File: config.mk
export PLATFORM = sky130hd
export DESIGN_NAME = segdisp_scan
export DESIGN_NICKNAME = d
export VERILOG_FILES = /design/src/rtl/segdisp_scan.sv
export SDC_FILE = /design/constraint.sdc
export NUM_CORES = 1
export LEC_CHECK = 0
export CORE_ASPECT_RATIO = 0.5
export CORE_MARGIN = 3
export CORE_UTILIZATION = 45
export CTS_CLUSTER_SIZE = 28
export DETAILED_ROUTE_END_ITERATION = 8
export PLACE_DENSITY = 0.65
export REMOVE_ABC_BUFFERS = 1
export SLEW_MARGIN = 20
export SYNTH_ARGS = -nofsm -noshare
export SYNTH_HDL_FRONTEND = slang
export SYNTH_SLANG_ARGS = --single-unit
File: constraint.sdc
create_clock -name HCLK -period 7.8 [get_ports HCLK]
set_clock_uncertainty 0.1 [all_clocks]
set_input_delay 1.56 -clock HCLK [delete_from_list [all_inputs] [get_ports HCLK]]
set_output_delay 1.56 -clock HCLK [all_outputs]
set_load 0.01 [all_outputs]
File: src/rtl/segdisp_scan.sv
// segdisp_scan: multiplexed common-anode seven-segment scan driver.
// Ports: HCLK/HRESETn, disp_data {strobe,hex}, seg/an active-low, digit_count.
module segdisp_scan #(
  parameter int NUM_DIGITS   = 4,
  parameter int SCAN_DIV     = 50000,
  parameter int BLANK_CYCLES = 16
) (
  input  logic                              HCLK,
  input  logic                              HRESETn,
  input  logic [4:0]                        disp_data,
  output logic [7:0]                        seg,
  output logic [NUM_DIGITS-1:0]             an,
  output logic [$clog2(NUM_DIGITS+1)-1:0]   digit_count
);

  localparam int DCW  = $clog2(NUM_DIGITS + 1);
  localparam int IW   = $clog2(NUM_DIGITS);
  localparam int MAXC = (SCAN_DIV > BLANK_CYCLES) ?
                        SCAN_DIV : BLANK_CYCLES;
  localparam int CW   = (MAXC > 1) ? $clog2(MAXC) : 1;

  localparam logic [CW-1:0] SHOW_LAST  = CW'(SCAN_DIV - 1);
  localparam logic [CW-1:0] BLANK_LAST =
    CW'((BLANK_CYCLES == 0) ? 0 : BLANK_CYCLES - 1);
  localparam logic [IW-1:0] IDX_LAST   = IW'(NUM_DIGITS - 1);
  localparam logic [DCW-1:0] DC_MAX    = DCW'(NUM_DIGITS);

  typedef enum logic {SHOW, BLANK} state_e;

  state_e state_q, state_d;
  logic [IW-1:0]  idx_q, idx_d, idx_nxt;
  logic [CW-1:0]  cnt_q, cnt_d;
  logic [DCW-1:0] dc_q, dc_d;
  logic [NUM_DIGITS-1:0]      vld_q, vld_d;
  logic [NUM_DIGITS-1:0][3:0] val_q, val_d;

  logic       lit_vld;
  logic [3:0] lit_val;

  function automatic logic [7:0] decode(input logic [3:0] v);
    logic [7:0] s;
    case (v)
      4'h0: s = 8'hC0;
      4'h1: s = 8'hF9;
      4'h2: s = 8'hA4;
      4'h3: s = 8'hB0;
      4'h4: s = 8'h99;
      4'h5: s = 8'h92;
      4'h6: s = 8'h82;
      4'h7: s = 8'hF8;
      4'h8: s = 8'h80;
      4'h9: s = 8'h90;
      4'hA: s = 8'h88;
      4'hB: s = 8'h83;
      4'hC: s = 8'hC6;
      4'hD: s = 8'hA1;
      4'hE: s = 8'h86;
      default: s = 8'h8E;
    endcase
    return s;
  endfunction

  // Right-entry shift buffer; oldest digit drops off the left end.
  always_comb begin
    vld_d = vld_q;
    val_d = val_q;
    dc_d  = dc_q;
    if (disp_data[4]) begin
      vld_d = {vld_q[NUM_DIGITS-2:0], 1'b1};
      val_d = {val_q[NUM_DIGITS-2:0], disp_data[3:0]};
      if (dc_q != DC_MAX)
        dc_d = dc_q + 1'b1;
    end
  end

  // Scan sequencer, free-running and independent of strobes.
  always_comb begin
    state_d = state_q;
    idx_d   = idx_q;
    cnt_d   = cnt_q + 1'b1;
    idx_nxt = (idx_q == IDX_LAST) ? '0 : idx_q + 1'b1;
    unique case (state_q)
      SHOW: begin
        if (cnt_q == SHOW_LAST) begin
          cnt_d = '0;
          if (BLANK_CYCLES == 0)
            idx_d = idx_nxt;
          else
            state_d = BLANK;
        end
      end
      BLANK: begin
        if (cnt_q == BLANK_LAST) begin
          cnt_d   = '0;
          state_d = SHOW;
          idx_d   = idx_nxt;
        end
      end
      default: begin
        state_d = SHOW;
        cnt_d   = '0;
      end
    endcase
  end

  // Outputs decode registered state only.
  always_comb begin
    lit_vld = 1'b0;
    lit_val = 4'h0;
    an      = '1;
    for (int i = 0; i < NUM_DIGITS; i++) begin
      if (idx_q == IW'(i)) begin
        lit_vld = vld_q[i];
        lit_val = val_q[i];
        an[i]   = (state_q != SHOW);
      end
    end
    seg = 8'hFF;
    if (state_q == SHOW && lit_vld)
      seg = decode(lit_val);
  end

  assign digit_count = dc_q;

  always_ff @(posedge HCLK or negedge HRESETn) begin
    if (!HRESETn) begin
      state_q <= SHOW;
      idx_q   <= '0;
      cnt_q   <= '0;
      dc_q    <= '0;
      vld_q   <= '0;
      val_q   <= '0;
    end else begin
      state_q <= state_d;
      idx_q   <= idx_d;
      cnt_q   <= cnt_d;
      dc_q    <= dc_d;
      vld_q   <= vld_d;
      val_q   <= val_d;
    end
  end

endmodule

==> flow_summary.yaml <==
status:
  status: "complete, no violations"
sta:
  period_share: 0.6292
  fin_setup_tns_ns: 0
  finalMaxSlewViolations: 0
  finalHoldViolations: 0
  setup_viol: 0
  fmax_mhz: 203.8
  slew_headroom: 0.3206
  grt_setup_unrepaired: "no"
  worst_pin_slew_ns: 1.016
  min_period_ns: 4.907
clock_tree:
  ctsResizeCount: 0
  postCtsSetupBuffers: 0
  clock_sinks: 42
  holdBufCountCts: 0
  clockBufferDepth: 2
  clk_latency_ns: 0.29
  ctsHtreeMaxLevel: 2
  cts-root-buf: "clkbuf_8"
  path_clk_slew_ns: 0.08
  cts-buffers-inserted: 5
  cts_tree: "built"
worst_hold_path:
  hold_end: "cnt_q[0]"
  hold_path_startpoint: "cnt_q[0]"
  holdPathStages: 1
  hp-class: "flip-flop to flip-flop"
worst_setup_path:
  r2r_cells: 3
  critPathArrivalTime_ns: 3.25
  worstPathMaxFanout: 12
  crit_path_end_kind: "output pin"
  r2r-end: "idx_q[1]"
  timing.critical_path.required_ns: 6.14
  start_kind: "flip-flop"
  path_class: "flip-flop to output pin"
  r2r_slack_ns: 5.90
  r2r_start: "cnt_q[8]"
global_routing:
  gr-total-overflow: 0
  antenna_found_initial: 0
  grt_pass1_wl_mm: 7.355
  grt.total_usage: 0.1504
  grt_max_degree: 43
  grt_pass1_vias: 1561
yosys:
  synthArstFlopShare: 1.000
  syn_avg_cell_area_um2: 10.42
  ys_seq_area_frac: 0.4543
  ys.flop_type: "dfrtp_1"
  synth_area_leaders: "dfrtp_1 (45%), mux2_2 (9.2%), ha_1 (7.0%), xnor2_1 (3.4%), nand2_1 (2.9%)"
  yosys_register_bits: 42
  postSynthCellCount: 222
  synth_edf_count: 0
  netlist.area_leader.share: 0.4543
  yosysWarnings: 0
  yosysTopAreaCell: "dfrtp_1"
  synth_cell_types: 46
  synth_area_um2: 2313
place:
  io_buffers: 20
  gp_congestion: 0.7827
  dp_hpwl_mm: 2.972
  dp_cells: 300
floorplan:
  rows: 17
  core_um2: 4658
  ios: 22
  dieArea_um2: 6090
  initial_utilization: 0.4966
  die_x_um: 107.4
  die_y_um: 56.70
drt:
  drtIter0Drc: 63
  routed_via_density: 5.305
  ant_nets: 0
  drc: 0
  wire_per_inst_um: 13.49
  routed_wl_mm: 4.156
  vias: 1634
  first_pass_iters: 4
power:
  p_total_mw: 0.5794
  powerDensity_nw_per_um2: 215.0
  p_leak_nw: 1.167
  vdd_drop_max_mv: 0.07960
layout:
  n_antenna_cell: 0
  layout-drive-gt1-share: 0.1446
  fin_nets: 261
  layout_commonest_cell: "dfrtp_1"
  utilization: 0.5786
  finalNonFillerCells: 308
  area_growth_pct: 16.50
  final_cell_mix: "dfrtp_1 (42), mux2_2 (19), clkdlybuf4s50_1 (19)"
flow_run:
  cap_violations: 0
[metrics by stage]
stage / area, um2 / hold slack [ns] / setup WS [ns]
2_1_floorplan: 2275 / 0.3245 / 3.928
3_3_place_gp: 2552 / 0.3415 / 3.347
3_5_place_dp: 2552 / 0.3499 / 3.237
4_1_cts: 2695 / 0.3610 / 2.886
5_1_grt: 2695 / 0.3789 / 2.498
6_report: 2695 / 0.3580 / 2.893
[worst max-delay path by stage]
| stage | endpoint | from |
|---|---|---|
| detailed placement | seg[3] | idx_q[0] |
| global route | seg[3] | idx_q[0] |
| CTS | seg[3] | idx_q[0] |
| global placement | seg[3] | idx_q[0] |
| finish | seg[3] | idx_q[0] |
| floorplan | seg[3] | idx_q[0] |
[state kept, by name, summed over array words and instances (netlist names)]
signal,cells
digit_count,3
vld_q,4
val_q,16
cnt_q,16
state_q,1
idx_q,2
[cells by family after synthesis]
family,after synthesis,synth area share
compound gates,34,0.1001
buf+inv,19,0.03461
simple gates,76,0.1741
other cells,1,0.001621
xor+xnor,14,0.05300
flops,42,0.4543
mux,23,0.1120
fa+ha+maj,13,0.07031
[report_power, final]
group / internal, mW / leakage (nW) / switching, mW
Combinational: 0.0605 / 0.583 / 0.0495
Clock: 0.137 / 0.0714 / 0.0746
Sequential: 0.241 / 0.513 / 0.0174
[final cells by class]
cell class	instances	area, um2
fill	391	1963
multi-input combinational	161	1182
sequential	42	1051
timing repair buffer	20	195.2
clock buffer	6	82.58
tap	66	82.58
clock inverter	2	60.06
inverter	11	41.29
[per-layer routing]
metal / wire length, um / vias up / track usage / share of wire
met4: 36 / 0 / 0.04856 / 0.0087
li1: - / 815 / - / -
met3: 140 / 5 / 0.03444 / 0.034
met2: 1851 / 35 / 0.2320 / 0.45
met5: 0 / - / 0 / 0
met1: 2127 / 779 / 0.2099 / 0.51
[critical path, stage by stage (launching register included)]
cell and delay, ns:
dfrtp_1 0.42, ha_1 0.41, nand2b_1 0.18, o22ai_1 0.08
a31oi_1 0.43, inv_1 0.18, ha_1 0.34, o21ai_0 0.17
a21oi_1 0.05, o21ai_0 0.15, clkdlybuf4s50_1 0.55
[synth_stat cells (all sizes together), types with 4 or more instances]
cell and n:
dfrtp 42, mux2 20, nand2 18, nor2 14, ha 13, inv 11, xnor2 9, o21ai 8
nor3 7, a21oi 6, nand2b 6, nand3 6, buf 5, xor2 5, nand3b 4, nand4 4
nor2b 4
No activity file was read; power rests on OpenSTA's default activity.
